[src/rtl/intersection_scheduler_pkg.sv]
// Shared phase codes, road identifiers and reset-time duration defaults
// for the two-road intersection scheduler.
package traffic_pkg;

  localparam int DEF_CNT_W = 4;
  localparam int DEF_G     = 8;
  localparam int DEF_Y     = 2;
  localparam int DEF_R     = 1;
  localparam int DEF_P     = 5;

  // Encoding is visible on the debug phase port, so it is fixed explicitly.
  typedef enum logic [2:0] {
    NS_G  = 3'd0,
    NS_Y  = 3'd1,
    AR_NS = 3'd2,
    EW_G  = 3'd3,
    EW_Y  = 3'd4,
    AR_EW = 3'd5,
    PED   = 3'd6,
    ILL   = 3'd7
  } phase_e;

  typedef enum logic {
    ROAD_NS = 1'b0,
    ROAD_EW = 1'b1
  } road_e;

endpackage

[src/rtl/intersection_scheduler_phase_timer.sv]
// Per-phase cycle counter: counts 1..dur, flags the last cycle, and can be
// frozen or forced back to 1.
module phase_timer #(
  parameter int CNT_W = 4
) (
  input  logic             clk,
  input  logic             rst_n,
  input  logic             hold_i,
  input  logic             restart_i,
  input  logic [CNT_W-1:0] dur_i,
  output logic             done_o
);

  logic [CNT_W-1:0] cnt_q;
  logic [CNT_W-1:0] cnt_d;
  logic [CNT_W-1:0] dur_eff;

  // A zero-length phase would never reach done, so it runs for one cycle.
  assign dur_eff = (dur_i == '0) ? CNT_W'(1) : dur_i;
  assign done_o  = (cnt_q == dur_eff);

  always_comb begin
    if (restart_i)   cnt_d = CNT_W'(1);
    else if (hold_i) cnt_d = cnt_q;
    else if (done_o) cnt_d = CNT_W'(1);
    else             cnt_d = cnt_q + CNT_W'(1);
  end

  // NOTE: state registers use non-blocking assignments so every flop samples
  // pre-edge values; blocking here would create order-dependent races.
  always_ff @(posedge clk or negedge rst_n) begin
    if (!rst_n) cnt_q <= CNT_W'(1);
    else        cnt_q <= cnt_d;
  end

endmodule

[src/rtl/intersection_scheduler.sv]
// Two-road intersection sequencer with all-red clearance, pedestrian walk
// arbitration and run-time loadable phase durations.
module intersection_scheduler
  import traffic_pkg::*;
#(
  parameter int CNT_W = DEF_CNT_W,
  parameter int G_DEF = DEF_G,
  parameter int Y_DEF = DEF_Y,
  parameter int R_DEF = DEF_R,
  parameter int P_DEF = DEF_P
) (
  input  logic             clk,
  input  logic             reset,
  input  logic             Set,
  input  logic             Stop,
  input  logic             Jump,
  input  logic             ped_req,
  input  logic [CNT_W-1:0] Gin,
  input  logic [CNT_W-1:0] Yin,
  input  logic [CNT_W-1:0] Rin,
  input  logic [CNT_W-1:0] Pin,
  output logic             ns_g,
  output logic             ns_y,
  output logic             ns_r,
  output logic             ew_g,
  output logic             ew_y,
  output logic             ew_r,
  output logic             walk,
  output logic             ped_ack,
  output logic [2:0]       phase
);

  phase_e           state_q, state_d;
  road_e            next_road_q, next_road_d;
  logic             ped_pend_q, ped_pend_d;
  logic             ped_ack_q, ped_ack_d;
  logic [CNT_W-1:0] g_q, y_q, r_q, p_q;
  logic [CNT_W-1:0] dur;
  logic             done;
  logic             illegal;
  logic             jump_eff;
  logic             restart;

  assign illegal  = (state_q == ILL);
  assign jump_eff = Jump && (state_q inside {NS_G, NS_Y, EW_G, EW_Y});
  assign restart  = Set || illegal || (!Stop && jump_eff);

  // NOTE: every combinational output gets a default before the case so no
  // path leaves it unassigned, which would otherwise infer a latch.
  always_comb begin
    dur = r_q;
    unique case (state_q)
      NS_G, EW_G: dur = g_q;
      NS_Y, EW_Y: dur = y_q;
      PED:        dur = p_q;
      default:    dur = r_q;
    endcase
  end

  phase_timer #(.CNT_W(CNT_W)) u_timer (
    .clk       (clk),
    .rst_n     (reset),
    .hold_i    (Stop),
    .restart_i (restart),
    .dur_i     (dur),
    .done_o    (done)
  );

  always_comb begin
    state_d     = state_q;
    next_road_d = next_road_q;
    ped_pend_d  = ped_pend_q || (ped_req && state_q != PED);
    ped_ack_d   = 1'b0;
    if (Set) begin
      state_d     = NS_G;
      next_road_d = ROAD_EW;
      ped_pend_d  = 1'b0;
    end else if (illegal) begin
      state_d = NS_G;
    end else if (Stop) begin
      state_d = state_q;
    end else if (jump_eff) begin
      state_d = (state_q inside {NS_G, NS_Y}) ? AR_NS : AR_EW;
    end else if (done) begin
      unique case (state_q)
        NS_G: state_d = NS_Y;
        NS_Y: state_d = AR_NS;
        EW_G: state_d = EW_Y;
        EW_Y: state_d = AR_EW;
        AR_NS, AR_EW: begin
          // The walk phase is decided on the registered request only, so a
          // request arriving on the exit cycle waits for the next clearance.
          next_road_d = (state_q == AR_NS) ? ROAD_EW : ROAD_NS;
          if (ped_pend_q) begin
            state_d    = PED;
            ped_pend_d = 1'b0;
            ped_ack_d  = 1'b1;
          end else begin
            state_d = (state_q == AR_NS) ? EW_G : NS_G;
          end
        end
        PED:     state_d = (next_road_q == ROAD_EW) ? EW_G : NS_G;
        default: state_d = NS_G;
      endcase
    end
  end

  always_ff @(posedge clk or negedge reset) begin
    if (!reset) begin
      state_q     <= NS_G;
      next_road_q <= ROAD_EW;
      ped_pend_q  <= 1'b0;
      ped_ack_q   <= 1'b0;
      g_q         <= CNT_W'(G_DEF);
      y_q         <= CNT_W'(Y_DEF);
      r_q         <= CNT_W'(R_DEF);
      p_q         <= CNT_W'(P_DEF);
    end else begin
      state_q     <= state_d;
      next_road_q <= next_road_d;
      ped_pend_q  <= ped_pend_d;
      ped_ack_q   <= ped_ack_d;
      if (Set) begin
        g_q <= Gin;
        y_q <= Yin;
        r_q <= Rin;
        p_q <= Pin;
      end
    end
  end

  always_comb begin
    ns_g = 1'b0;
    ns_y = 1'b0;
    ns_r = 1'b0;
    ew_g = 1'b0;
    ew_y = 1'b0;
    ew_r = 1'b0;
    walk = 1'b0;
    unique case (state_q)
      NS_G: begin ns_g = 1'b1; ew_r = 1'b1; end
      NS_Y: begin ns_y = 1'b1; ew_r = 1'b1; end
      EW_G: begin ew_g = 1'b1; ns_r = 1'b1; end
      EW_Y: begin ew_y = 1'b1; ns_r = 1'b1; end
      PED:  begin ns_r = 1'b1; ew_r = 1'b1; walk = 1'b1; end
      default: begin ns_r = 1'b1; ew_r = 1'b1; end
    endcase
  end

  assign ped_ack = ped_ack_q;
  assign phase   = state_q;

endmodule
[config.mk]
export PLATFORM = sky130hd
export DESIGN_NAME = intersection_scheduler
export DESIGN_NICKNAME = d
export VERILOG_FILES = /design/src/rtl/intersection_scheduler_pkg.sv /design/src/rtl/intersection_scheduler_phase_timer.sv /design/src/rtl/intersection_scheduler.sv
export SDC_FILE = /design/constraint.sdc
export NUM_CORES = 1
export LEC_CHECK = 0
export ABC_AREA = 1
export BUFFER_PORTS_ARGS = -buffer_cell sky130_fd_sc_hd__clkbuf_2
export CORE_MARGIN = 5
export CORE_UTILIZATION = 50
export DETAILED_ROUTE_END_ITERATION = 12
export GPL_TIMING_DRIVEN = 0
export HOLD_SLACK_MARGIN = 0.02
export PLACE_DENSITY = 0.85
export SLEW_MARGIN = 0
export SYNTH_ARGS = -nofsm -noshare
export SYNTH_HDL_FRONTEND = slang
export SYNTH_SLANG_ARGS = --single-unit
[constraint.sdc]
create_clock -name clk -period 2.2 [get_ports clk]
set_input_delay 0.44 -clock clk [delete_from_list [all_inputs] [get_ports clk]]
set_output_delay 0.44 -clock clk [all_outputs]
set_load 0.005 [all_outputs]
==> out/results.env, run 1 <==
CTS_NUM_SINKS=26
DETAIL_ROUTE.VIAS_PER_CELL=5.099
CTS.ROOT.BUFFER_CELL='sky130_fd_sc_hd__clkbuf_4'
YOSYS_REGISTER_BITS=26
FINALCRITICALPERIOD_NS=1.960
FLOORPLAN.INITIALDENSITY=0.5163
PATH_CELLS='buf_6, nor2_4, nand2_1, nand2_2, nand2_1, nand3_1, nand2_2, nand3_1, nand2_1, nand2_1, nand3_2, nand2_4, nand2_2, nand2_1, nand2_1'
DIE_FOOTPRINT_UM2=4314
CRITICAL_PATH_BUF_INV_COUNT=1
DPL.HPWL_UM=2557
REGISTER_AREA_UM2=660.6
DIE_W_UM=65.68
WORST_PATH_LARGEST_CELL_DELAY_NS=0.41
UNREPAIRED_SETUP_ENDPOINTS_AFTER_GLOBAL_ROUTING='no'
CRIT_REQUIRED_NS=2.43
POWER.COMBINATIONAL.FRACTION=0.575
AREA_GROWTH_PCT=15.25
FF2FF_PATH_DEPTH=15
POSTSYNTHCELLCOUNT=215
FINAL.SETUP.WORST_SLACK_NS=0.2396
ANTENNA_CELLS=0
TIMING.CRITICAL_PATH.FROM='phase[1]$_DFFE_PN0P_'
NUMBER_OF_GLOBAL_ROUTE_VIAS_BEFORE_REPAIR=1350
DETAIL_ROUTE.WL_PER_CELL_UM=11.33
TIMING.FINAL.CRIT_SHARE=0.8911
RR_STARTPOINT='phase[1]$_DFFE_PN0P_'
SLEW_HEADROOM=0.5780
YOSYSSEQAREASHARE=0.4253
DRT_PRE_ANTENNA_ITERS=4
TIMING.FINAL.MAX_SLEW_VIOLATIONS=0
CTS_TREE='done'
SETUP.WORST_PATH.CLASS='flip-flop to flip-flop'
HOLD_CLASS='primary input to async pin'
CRIT_PATH_END='phase[1]$_DFFE_PN0P_'
SYNTH.AVG_CELL_AREA_UM2=7.210
P_INT_mW=1.059
WORST_SETUP_HOLD_PATH_CLK_SLEW_NS=0.13
CRIT-REG2REG-CAPTURE='phase[1]$_DFFE_PN0P_'
GRT_PASS1_WL_UM=5658
CRITICAL_PATH_CELL_COUNT=15
WORST_PATH_DOMINANT_CELL_FAMILY='simple AND/OR/NAND/NOR gates'
RUN_STATUS='finished clean'
PEAKVDDDROP_mV=0.4325
WORST_PATH_MAX_DELAY_CELL='sky130_fd_sc_hd__dfrtp_1'
LAYOUT.CORE_UTILIZATION=0.5950
DRC=0
SYNTH.YOSYS.WARNINGS=0
SEQUENTIALPOWERSHARE=0.322
SYNTH.DISTINCT_CELLS=29
CP_MAX_FO=9
PLACE_CONGESTION=0.9103
FF2FF_SETUP_SLACK_NS=0.24
PWR_DENSITY_CELL_nW_PER_UM2=1120
WORSTSETUPENDPOINTTYPE='flip-flop'
CLOCK_TREE.BUFFER_DEPTH=2
WORST_SKEW_PAIR.LATE_LATENCY_NS=0.32
GROUTE.USAGE.OVERALL=0.1693
FINALHOLDVIOLCOUNT=0
INITIALDRTVIOLATIONCOUNT=141
CELLLEAKAGEPOWER_nW=1.009
CTS_INSERTED_BUFFERS=3
MAX_CAP_VIOL_COUNT=0
FLOORPLAN.DIE.HEIGHT_UM=65.68
MAPPEDNETLISTNETS=238
CORE-AREA_UM2=3003
ARRIVAL_NS=2.19
POWER.NET_SWITCHING_uW=941.5
CLOCKPOWERSHARE=0.102
ANTENNA_VIOLATING_NETS_POST_ROUTE=0
FINALWIRELENGTH_UM=3218
ANTENNA_FOUND_INITIAL=0
PLACEMENT_ROWS=20
WORST-SLEW-PIN-TRANSITION_NS=0.6330
VIAS=1448
CELL_SEEN_MOST_OFTEN_AMONG_CRITICAL_PATH_STAGES='sky130_fd_sc_hd__nand2_1'
DRIVE_ABOVE_1_SHARE=0.2869
FINALNETCOUNT=275
GRT_MAX_DEGREE=27
HTREE_LEVELS=1
CLOCK-SKEW-FINAL_NS=0.01165
MAPPEDNETLISTAREA_UM2=1550
FMAX_MHz=510.1
DPL.CELL_COUNT=280
PRE_CTS_SLACK_NS=0.2142
MULTI_INPUT_AREA_UM2=748.2
STARTPOINT_TYPE='flip-flop'
PORTBUFFERS=32
SW_FRAC_OF_TOTAL=0.4706
FINALNONFILLERCELLS=284
GLOBALROUTEOVERFLOWTOTAL=0
FILLCELLCOUNT=290
REPORT.FINAL.SETUP_VIOL=0
DESIGN.PORTCOUNT=33
FINALSETUPTNS_NS=0
[worst min-delay path by stage]
stage / startpoint / endpoint / slack (ns) / depth (start not counted)
after CTS: reset / phase[0]$_DFFE_PN0P_ / 0.12 / 1
after global routing: reset / phase[1]$_DFFE_PN0P_ / 0.15 / 1
after global placement: r_q[0]$_DFFE_PN1P_ / r_q[0]$_DFFE_PN1P_ / 0.45 / 2
final: reset / g_q[2]$_DFFE_PN0P_ / 0.11 / 1
after floorplan: reset / g_q[0]$_DFFE_PN0P_ / 0.14 / 0
after detailed placement: r_q[0]$_DFFE_PN1P_ / r_q[0]$_DFFE_PN1P_ / 0.45 / 2
[power by group through the flow]
| stage | combinational, mW | clock (mW) | sequential (mW) |
|---|---|---|---|
| 3_5_place_dp | 1.12 | 0 | 0.648 |
| 5_1_grt | 1.30 | 0.237 | 0.661 |
| 3_3_place_gp | 1.09 | 0 | 0.644 |
| 4_1_cts | 1.14 | 0.215 | 0.639 |
| 6_report | 1.15 | 0.205 | 0.645 |
| 2_1_floorplan | 0.855 | 0 | 0.634 |
[cells in the final DEF (no fill, tap or decap), drive strengths merged]
cell type / n
ha: 1
a31oi: 1
o22ai: 1
a41oi: 1
nor2: 18
xor2: 2
buf: 2
nand3: 16
inv: 29
dfrtp: 19
nand4: 3
clkbuf: 40
dfstp: 7
o21ai: 10
a21oi: 6
nor3: 2
nand2: 92
o21bai: 1
[worst reg2reg max path, cell delays in order (launching register included)]
cell                      delay [ns]
sky130_fd_sc_hd__dfrtp_1        0.41
sky130_fd_sc_hd__buf_6          0.15
sky130_fd_sc_hd__nor2_4         0.14
sky130_fd_sc_hd__nand2_1        0.10
sky130_fd_sc_hd__nand2_2        0.12
sky130_fd_sc_hd__nand2_1        0.06
sky130_fd_sc_hd__nand3_1        0.11
sky130_fd_sc_hd__nand2_2        0.07
sky130_fd_sc_hd__nand3_1        0.10
sky130_fd_sc_hd__nand2_1        0.06
sky130_fd_sc_hd__nand2_1        0.12
sky130_fd_sc_hd__nand3_2        0.13
sky130_fd_sc_hd__nand2_4        0.13
sky130_fd_sc_hd__nand2_2        0.07
sky130_fd_sc_hd__nand2_1        0.06
sky130_fd_sc_hd__nand2_1        0.05
[what timing repair did]
item | 4_1_cts | 5_1_grt
hold buffers | 0 | 0
setup endpoints to repair | 0 | 4
gates resized for setup | 0 | 3
buffers inserted | 0 | 0
[layout make-up]
type	instances	area share
buffer	6	0.02311
clock buffer	4	0.01471
inverter	29	0.06092
multi-input combinational	154	0.4188
sequential	26	0.3697
tap	33	0.02311
timing repair buffer	32	0.08964
[through the flow]
stage | area, um^2 | hold slack [ns] | total power [mW]
2_1_floorplan | 1550 | 0.1444 | 1.490
3_3_place_gp | 1752 | 0.4540 | 1.736
3_5_place_dp | 1752 | 0.4546 | 1.771
4_1_cts | 1778 | 0.1175 | 1.992
5_1_grt | 1787 | 0.1469 | 2.201
6_report | 1787 | 0.1118 | 2.001
[flip-flops by register name, summed over array words and instances (netlist names)]
register,flops
g_q,4
next_road_q,1
p_q,4
ped_ack,1
ped_pend_q,1
phase,3
r_q,4
u_timer.cnt_q,4
y_q,4
[cell usage after synthesis]
master | number | area share
sky130_fd_sc_hd__nor2_2 | 3 | 0.012
sky130_fd_sc_hd__clkbuf_4 | 1 | 0.0048
sky130_fd_sc_hd__o21ai_2 | 1 | 0.0057
sky130_fd_sc_hd__a41oi_1 | 1 | 0.0057
sky130_fd_sc_hd__nand3_4 | 1 | 0.011
sky130_fd_sc_hd__a21oi_2 | 1 | 0.0057
sky130_fd_sc_hd__inv_1 | 25 | 0.061
sky130_fd_sc_hd__inv_2 | 4 | 0.0097
sky130_fd_sc_hd__xor2_1 | 2 | 0.011
sky130_fd_sc_hd__nand2_1 | 80 | 0.19
sky130_fd_sc_hd__dfstp_2 | 7 | 0.12
sky130_fd_sc_hd__o21bai_1 | 1 | 0.0048
sky130_fd_sc_hd__o22ai_1 | 1 | 0.0040
sky130_fd_sc_hd__nor3_1 | 2 | 0.0065
sky130_fd_sc_hd__nand3_2 | 2 | 0.013
sky130_fd_sc_hd__nand2_2 | 11 | 0.044
sky130_fd_sc_hd__ha_1 | 1 | 0.0081
sky130_fd_sc_hd__o21ai_0 | 7 | 0.023
sky130_fd_sc_hd__a31oi_1 | 1 | 0.0040
sky130_fd_sc_hd__nor2_4 | 1 | 0.0073
sky130_fd_sc_hd__nand4_1 | 3 | 0.012
sky130_fd_sc_hd__o21ai_1 | 2 | 0.0065
sky130_fd_sc_hd__buf_6 | 2 | 0.015
sky130_fd_sc_hd__nand3_1 | 13 | 0.042
sky130_fd_sc_hd__clkbuf_1 | 3 | 0.0073
sky130_fd_sc_hd__nor2_1 | 14 | 0.034
sky130_fd_sc_hd__dfrtp_1 | 19 | 0.31
sky130_fd_sc_hd__nand2_4 | 1 | 0.0073
sky130_fd_sc_hd__a21oi_1 | 5 | 0.016
[metal layers]
metal | vias up | track usage | wire length (um)
met5 | - | 0 | 0
li1 | 745 | - | -
met3 | 5 | 0.02735 | 172
met2 | 34 | 0.2916 | 1552
met4 | 0 | 0.06736 | 51
met1 | 664 | 0.2088 | 1441
[cells by family (layout without fill, tap and decap cells)]
family / Yosys count / after routing / share of synthesized area
buf+inv: 35 / 71 / 0.09685
compound gates: 20 / 20 / 0.07507
flops: 26 / 26 / 0.4253
xor+xnor: 2 / 2 / 0.01130
fa+ha+maj: 1 / 1 / 0.008070
simple gates: 131 / 131 / 0.3834
(Power assumes the default switching activity.)
==> inputs of run 2 (changes only) <==
- clock period: 2.2 -> 1.9 ns (I/O delays scaled with it)
==> out/results.env, run 2 (synthesis gave the netlist of run 1 again) <==
FLOORPLAN.DIE.HEIGHT_UM=65.68  # unchanged
CTS.ROOT.BUFFER_CELL='sky130_fd_sc_hd__clkbuf_4'  # unchanged
DIE_W_UM=65.68  # unchanged
VIAS=1473  # was 1448
HOLD_CLASS='primary input to async pin'  # unchanged
FINALHOLDVIOLCOUNT=0  # unchanged
CLOCK-SKEW-FINAL_NS=0.01482  # was 0.01165 ns
DETAIL_ROUTE.VIAS_PER_CELL=5.079  # was 5.099
PLACEMENT_ROWS=20  # unchanged
SETUP.WORST_PATH.CLASS='flip-flop to flip-flop'  # unchanged
ANTENNA_FOUND_INITIAL=0  # unchanged
DRT_PRE_ANTENNA_ITERS=4  # unchanged
UNREPAIRED_SETUP_ENDPOINTS_AFTER_GLOBAL_ROUTING='yes'  # was no
CTS_TREE='done'  # unchanged
WORST_SKEW_PAIR.LATE_LATENCY_NS=0.33  # was 0.32 ns
FILLCELLCOUNT=266  # was 290
DESIGN.PORTCOUNT=33  # unchanged
TIMING.FINAL.CRIT_SHARE=1.007  # was 0.8911
DIE_FOOTPRINT_UM2=4314  # unchanged
ANTENNA_VIOLATING_NETS_POST_ROUTE=0  # unchanged
FINALSETUPTNS_NS=-0.03701  # was 0 ns
LAYOUT.CORE_UTILIZATION=0.6442  # was 0.5950
SLEW_HEADROOM=0.5818  # was 0.5780
HTREE_LEVELS=1  # unchanged
FLOORPLAN.INITIALDENSITY=0.5163  # unchanged
CORE-AREA_UM2=3003  # unchanged
DRC=0  # unchanged
MAX_CAP_VIOL_COUNT=0  # unchanged
PEAKVDDDROP_mV=0.5645  # was 0.4325 mV
DETAILED_PLACE.AREA_UM2=1752  # unchanged
CELLLEAKAGEPOWER_nW=1.063  # was 1.009 nW
CP_MAX_FO=8  # was 9
PORTBUFFERS=32  # unchanged
FF2FF_PATH_DEPTH=13  # was 15
POSTCTSHOLDBUFS=0  # unchanged
FF2FF_SETUP_SLACK_NS=-0.01  # was 0.24 ns
FINAL_DESIGN_AREA_NO_FILL_UM2=1934  # was 1787 um^2
PLACE_CONGESTION=0.9103  # unchanged
VIOLATIONS_IN_THE_FINAL_REPORTS='setup timing'
GROUTE.USAGE.OVERALL=0.1815  # was 0.1693
WORST-SLEW-PIN-TRANSITION_NS=0.6273  # was 0.6330 ns
STARTPOINT_TYPE='flip-flop'  # unchanged
RR_STARTPOINT='phase[0]$_DFFE_PN0P_'  # was phase[1]$_DFFE_PN0P_
PRE_CTS_SLACK_NS=-0.08582  # was 0.2142 ns
WORSTSETUPENDPOINTTYPE='flip-flop'  # unchanged
FMAX_MHz=522.5  # was 510.1 MHz
FINALWIRELENGTH_UM=3510  # was 3218 um
GLOBALROUTEOVERFLOWTOTAL=0  # unchanged
CTS_NUM_SINKS=26  # unchanged
INITIALDRTVIOLATIONCOUNT=85  # was 141
WORST_SETUP_HOLD_PATH_CLK_SLEW_NS=0.14  # was 0.13 ns
CTS_INSERTED_BUFFERS=3  # unchanged
DRIVE_ABOVE_1_SHARE=0.3502  # was 0.2869
CRIT-REG2REG-CAPTURE='phase[1]$_DFFE_PN0P_'  # unchanged
TIMING.FINAL.MAX_SLEW_VIOLATIONS=0  # unchanged
MULTI_INPUT_AREA_UM2=842.1  # was 748.2 um^2
ANTENNA_CELLS=0  # unchanged
DPL.HPWL_UM=2557  # unchanged
FINALCRITICALPERIOD_NS=1.914  # was 1.960 ns
GRT_MAX_DEGREE=27  # unchanged
ARRIVAL_NS=2.15  # was 2.19 ns
LAYOUT_COMMONEST_CELL='sky130_fd_sc_hd__nand2_1'  # unchanged
RUN_STATUS='finished, violations left'  # was finished clean
PWR_DENSITY_CELL_nW_PER_UM2=1361  # was 1120 nW/um^2
FINALNETCOUNT=281  # was 275
REGISTER_AREA_UM2=660.6  # unchanged
GRT_PASS1_WL_UM=6023  # was 5658 um
AREA_GROWTH_PCT=24.78  # was 15.25%
DETAIL_ROUTE.WL_PER_CELL_UM=12.10  # was 11.33 um
CRIT_REQUIRED_NS=2.14  # was 2.43 ns
REPORT.FINAL.SETUP_VIOL=4  # was 0
NUMBER_OF_GLOBAL_ROUTE_VIAS_BEFORE_REPAIR=1418  # was 1350
CLOCK_TREE.BUFFER_DEPTH=2  # unchanged
MOSTFREQUENTLAYOUTCELLS='76 x sky130_fd_sc_hd__nand2_1, 32 x sky130_fd_sc_hd__clkbuf_2, 25 x sky130_fd_sc_hd__inv_1'  # was 79 x sky130_fd_sc_hd__nand2_1, 32 x sky130_fd_sc_hd__clkbuf_2, 25 x sky130_fd_sc_hd__inv_1
FINAL.SETUP.WORST_SLACK_NS=-0.01387  # was 0.2396 ns
run 2: changes by cell type in the layout (fill, tap and decap cells not counted), moves of 2 or more:
cell / delta
sky130_fd_sc_hd__buf_4: +5
sky130_fd_sc_hd__inv_2: -2
sky130_fd_sc_hd__inv_4: +2
sky130_fd_sc_hd__nand2_1: -3
sky130_fd_sc_hd__nand2_4: +2
sky130_fd_sc_hd__nand3_1: -6
sky130_fd_sc_hd__nand3_2: +5
sky130_fd_sc_hd__nor2_1: -3
sky130_fd_sc_hd__nor2_4: +2
run 2: repair_timing:
item                                   CTS  global route
endpoints found under the hold margin    0             0
setup endpoints to repair                8            11
pin swaps                                6             7
setup buffers                            4             2
resized for setup                       11            16
run 2: critical path: stages, from the launching register on:
cell and delay [ns]:
sky130_fd_sc_hd__dfrtp_2 0.53, sky130_fd_sc_hd__inv_4 0.11, sky130_fd_sc_hd__nand3_4 0.13, sky130_fd_sc_hd__buf_6 0.16
sky130_fd_sc_hd__o21ai_4 0.18, sky130_fd_sc_hd__o21ai_1 0.07, sky130_fd_sc_hd__nand2_1 0.10, sky130_fd_sc_hd__inv_2 0.05
sky130_fd_sc_hd__nor2_4 0.13, sky130_fd_sc_hd__nand3_4 0.11, sky130_fd_sc_hd__nand2_8 0.11, sky130_fd_sc_hd__nand2_4 0.05
sky130_fd_sc_hd__nand2_1 0.05, sky130_fd_sc_hd__nand2_1 0.05
run 2: worst max path at each step:
stage	start	to	slack, ns	cells after the start
2_1_floorplan	phase[1]$_DFFE_PN0P_	phase[0]$_DFFE_PN0P_	0.14	15
3_3_place_gp	phase[1]$_DFFE_PN0P_	phase[0]$_DFFE_PN0P_	-0.03	15
3_5_place_dp	phase[1]$_DFFE_PN0P_	phase[1]$_DFFE_PN0P_	-0.09	15
4_1_cts	phase[0]$_DFFE_PN0P_	phase[1]$_DFFE_PN0P_	-0.007	13
5_1_grt	phase[0]$_DFFE_PN0P_	phase[2]$_DFFE_PN0P_	-0.16	13
6_report	phase[0]$_DFFE_PN0P_	phase[1]$_DFFE_PN0P_	-0.01	13
run 2: where the power goes:
part	internal, mW	switching, mW	total (mW)
clock	0.0823	0.157	0.239
combinational	0.615	1.02	1.64
sequential	0.660	0.0979	0.758
run 2: cell type report:
cell class | count | share of cell area
Buffer | 6 | 0.02135
Multi-Input combinational cell | 154 | 0.4353
Clock buffer | 4 | 0.01358
Tap cell | 33 | 0.02135
Sequential cell | 26 | 0.3415
Timing Repair Buffer | 38 | 0.1080
Inverter | 29 | 0.05886
run 2: routing by layer:
layer	up-vias	track usage	routed length, um
met5	-	0	0
met2	40	0.3129	1716
li1	752	-	-
met4	0	0.09326	130
met1	671	0.2153	1491
met3	10	0.02906	172
run 2: stage by stage:
stage                     cells  total power [mW]  hold WS [ns]
final                       290             2.633       0.04460
after global routing        290             2.870       0.09151
after CTS                   288             2.442       0.05769
after detailed placement    280             2.050        0.4255
after global placement      280             2.010        0.4167
after floorplan             215             1.725       0.08441
==> inputs of run 3 (changes only) <==
- CAP_MARGIN: not set -> 10
- SKIP_CTS_REPAIR_TIMING: not set -> 1
==> out/results.env, run 3 (synthesis gave the netlist of run 1 again) <==
DRC=0  # unchanged
PLACE_CONGESTION=0.9103  # unchanged
FILLCELLCOUNT=260  # was 266
GRT_PASS1_WL_UM=5658  # was 6023 um
AREA_GROWTH_PCT=26.47  # was 24.78%
DPL.CELL_COUNT=280  # unchanged
REPORT.FINAL.SETUP_VIOL=3  # was 4
ANTENNA_FOUND_INITIAL=0  # unchanged
SETUP.WORST_PATH.CLASS='flip-flop to flip-flop'  # unchanged
CRIT_REQUIRED_NS=2.14  # about the same
LAYOUT_COMMONEST_CELL='sky130_fd_sc_hd__nand2_1'  # unchanged
PORTBUFFERS=32  # unchanged
TIMING.FINAL.CRIT_SHARE=1.009  # was 1.007
FINALNETCOUNT=282  # was 281
HOLD_CLASS='primary input to async pin'  # unchanged
FLOORPLAN.INITIALDENSITY=0.5163  # unchanged
RR_STARTPOINT='phase[0]$_DFFE_PN0P_'  # unchanged
WORSTSETUPENDPOINTTYPE='flip-flop'  # unchanged
HTREE_LEVELS=1  # unchanged
MAX_CAP_VIOL_COUNT=0  # unchanged
DESIGN_POWER_TOTAL_mW=2.807  # was 2.633 mW
FINALHOLDVIOLCOUNT=0  # unchanged
CTS_INSERTED_BUFFERS=3  # unchanged
DESIGN.PORTCOUNT=33  # unchanged
PLACEMENT_ROWS=20  # unchanged
CTS.ROOT.BUFFER_CELL='sky130_fd_sc_hd__clkbuf_4'  # unchanged
CLOCK_TREE.BUFFER_DEPTH=2  # unchanged
TIMING.FINAL.MAX_SLEW_VIOLATIONS=0  # unchanged
CELLLEAKAGEPOWER_nW=1.072  # was 1.063 nW
GROUTE.USAGE.OVERALL=0.1693  # was 0.1815
DIE_W_UM=65.68  # unchanged
DETAIL_ROUTE.WL_PER_CELL_UM=12.32  # was 12.10 um
FINALWIRELENGTH_UM=3585  # was 3510 um
CORE-AREA_UM2=3003  # unchanged
STARTPOINT_TYPE='flip-flop'  # unchanged
PRE_CTS_SLACK_NS=-0.08582  # unchanged
FMAX_MHz=521.5  # was 522.5 MHz
MOSTFREQUENTLAYOUTCELLS='73 x sky130_fd_sc_hd__nand2_1, 32 x sky130_fd_sc_hd__clkbuf_2, 25 x sky130_fd_sc_hd__inv_1'  # was 76 x sky130_fd_sc_hd__nand2_1, 32 x sky130_fd_sc_hd__clkbuf_2, 25 x sky130_fd_sc_hd__inv_1
GRT_MAX_DEGREE=27  # unchanged
DRIVE_ABOVE_1_SHARE=0.3643  # was 0.3502
FINALCRITICALPERIOD_NS=1.917  # was 1.914 ns
GLOBALROUTEOVERFLOWTOTAL=0  # unchanged
WORST-SLEW-PIN-TRANSITION_NS=0.6189  # was 0.6273 ns
ANTENNA_CELLS=0  # unchanged
FLOORPLAN.DIE.HEIGHT_UM=65.68  # unchanged
DPL.HPWL_UM=2557  # unchanged
NUMBER_OF_GLOBAL_ROUTE_VIAS_BEFORE_REPAIR=1350  # was 1418
INITIALDRTVIOLATIONCOUNT=85  # unchanged
VIOLATIONS_IN_THE_FINAL_REPORTS='setup timing'  # unchanged
PWR_DENSITY_CELL_nW_PER_UM2=1432  # was 1361 nW/um^2
LAYOUT.CORE_UTILIZATION=0.6529  # was 0.6442
CTS_TREE='done'  # unchanged
FIN_HOLD_WS_NS=0.03521  # was 0.04460 ns
DIE_FOOTPRINT_UM2=4314  # unchanged
WORST_SKEW_PAIR.LATE_LATENCY_NS=0.33  # about the same
SLEW_HEADROOM=0.5874  # was 0.5818
REGISTER_AREA_UM2=660.6  # unchanged
FINAL.SETUP.WORST_SLACK_NS=-0.01743  # was -0.01387 ns
ARRIVAL_NS=2.16  # was 2.15 ns
MULTI_INPUT_AREA_UM2=862.1  # was 842.1 um^2
VIAS=1495  # was 1473
ANTENNA_VIOLATING_NETS_POST_ROUTE=0  # unchanged
TIMING.CRITICAL_PATH.FROM='phase[0]$_DFFE_PN0P_'  # unchanged
PEAKVDDDROP_mV=0.5691  # was 0.5645 mV
DETAIL_ROUTE.VIAS_PER_CELL=5.137  # was 5.079
CLOCK-SKEW-FINAL_NS=0.01187  # was 0.01482 ns
DRT_PRE_ANTENNA_ITERS=4  # unchanged
CTS_NUM_SINKS=26  # unchanged
FINALNONFILLERCELLS=291  # was 290
UNREPAIRED_SETUP_ENDPOINTS_AFTER_GLOBAL_ROUTING='yes'  # unchanged
RUN_STATUS='finished, violations left'  # unchanged
WORST_SETUP_HOLD_PATH_CLK_SLEW_NS=0.14  # about the same
CP_MAX_FO=8  # unchanged
-- run 3: changes by cell type in the layout (fill, tap and decap cells not counted), sizes merged --
cell / change
buf: +1
-- run 3: report_power, final --
part / switching (mW) / internal [mW] / total, mW
registers: 0.100 / 0.660 / 0.760
logic: 1.08 / 0.722 / 1.80
clock network: 0.161 / 0.0826 / 0.244
-- run 3: metrics by stage --
stage,cell area (um^2),TNS (ns)
floorplan,1550,0
global route,1961,-1.202
detailed placement,1752,-0.2510
global placement,1752,-0.08585
finish,1961,-0.03995
CTS,1778,-0.6438
-- run 3: critical path, stage by stage (launching register included) --
cell and delay [ns]:
sky130_fd_sc_hd__dfrtp_2 0.54, sky130_fd_sc_hd__inv_4 0.08, sky130_fd_sc_hd__nand3_4 0.12, sky130_fd_sc_hd__inv_4 0.07, sky130_fd_sc_hd__nand2_1 0.07, sky130_fd_sc_hd__nand2_2 0.08, sky130_fd_sc_hd__nor2_4 0.12, sky130_fd_sc_hd__nand2_1 0.07
sky130_fd_sc_hd__nand2_2 0.09, sky130_fd_sc_hd__nand2_2 0.07, sky130_fd_sc_hd__nor2_4 0.12, sky130_fd_sc_hd__nand3_4 0.12, sky130_fd_sc_hd__nand2_8 0.12, sky130_fd_sc_hd__nand2_4 0.05, sky130_fd_sc_hd__nand2_1 0.05, sky130_fd_sc_hd__nand2_1 0.05
-- run 3: final cells by class --
type                    instances  share of cell area
clock buffers                   4             0.01340
plain buffers                   6             0.02106
well taps                      33             0.02106
multi-input cells             154              0.4397
flip-flops and latches         26              0.3369
repair buffers                 39              0.1085
inverters                      29             0.05935
-- run 3: metal layers --
metal | share of wire | wire [um] | track usage
met1 | 0.42 | 1507 | 0.2088
met2 | 0.51 | 1839 | 0.2916
met3 | 0.046 | 166 | 0.02735
met4 | 0.020 | 72 | 0.06736
met5 | 0 | 0 | 0
-- run 3: final timing paths --
| path | endpoint | slack (ns) | cells after the start |
|---|---|---|---|
| max | phase[1]$_DFFE_PN0P_ | -0.02 | 15 |
| min | g_q[2]$_DFFE_PN0P_ | 0.04 | 1 |
| max reg2reg | phase[1]$_DFFE_PN0P_ | -0.02 | 15 |
| min reg2reg | r_q[0]$_DFFE_PN1P_ | 0.47 | 2 |
| max in group asynchronous | phase[0]$_DFFE_PN0P_ | 1.43 | 1 |
| min in group clk | y_q[1]$_DFFE_PN1P_ | 0.20 | 3 |
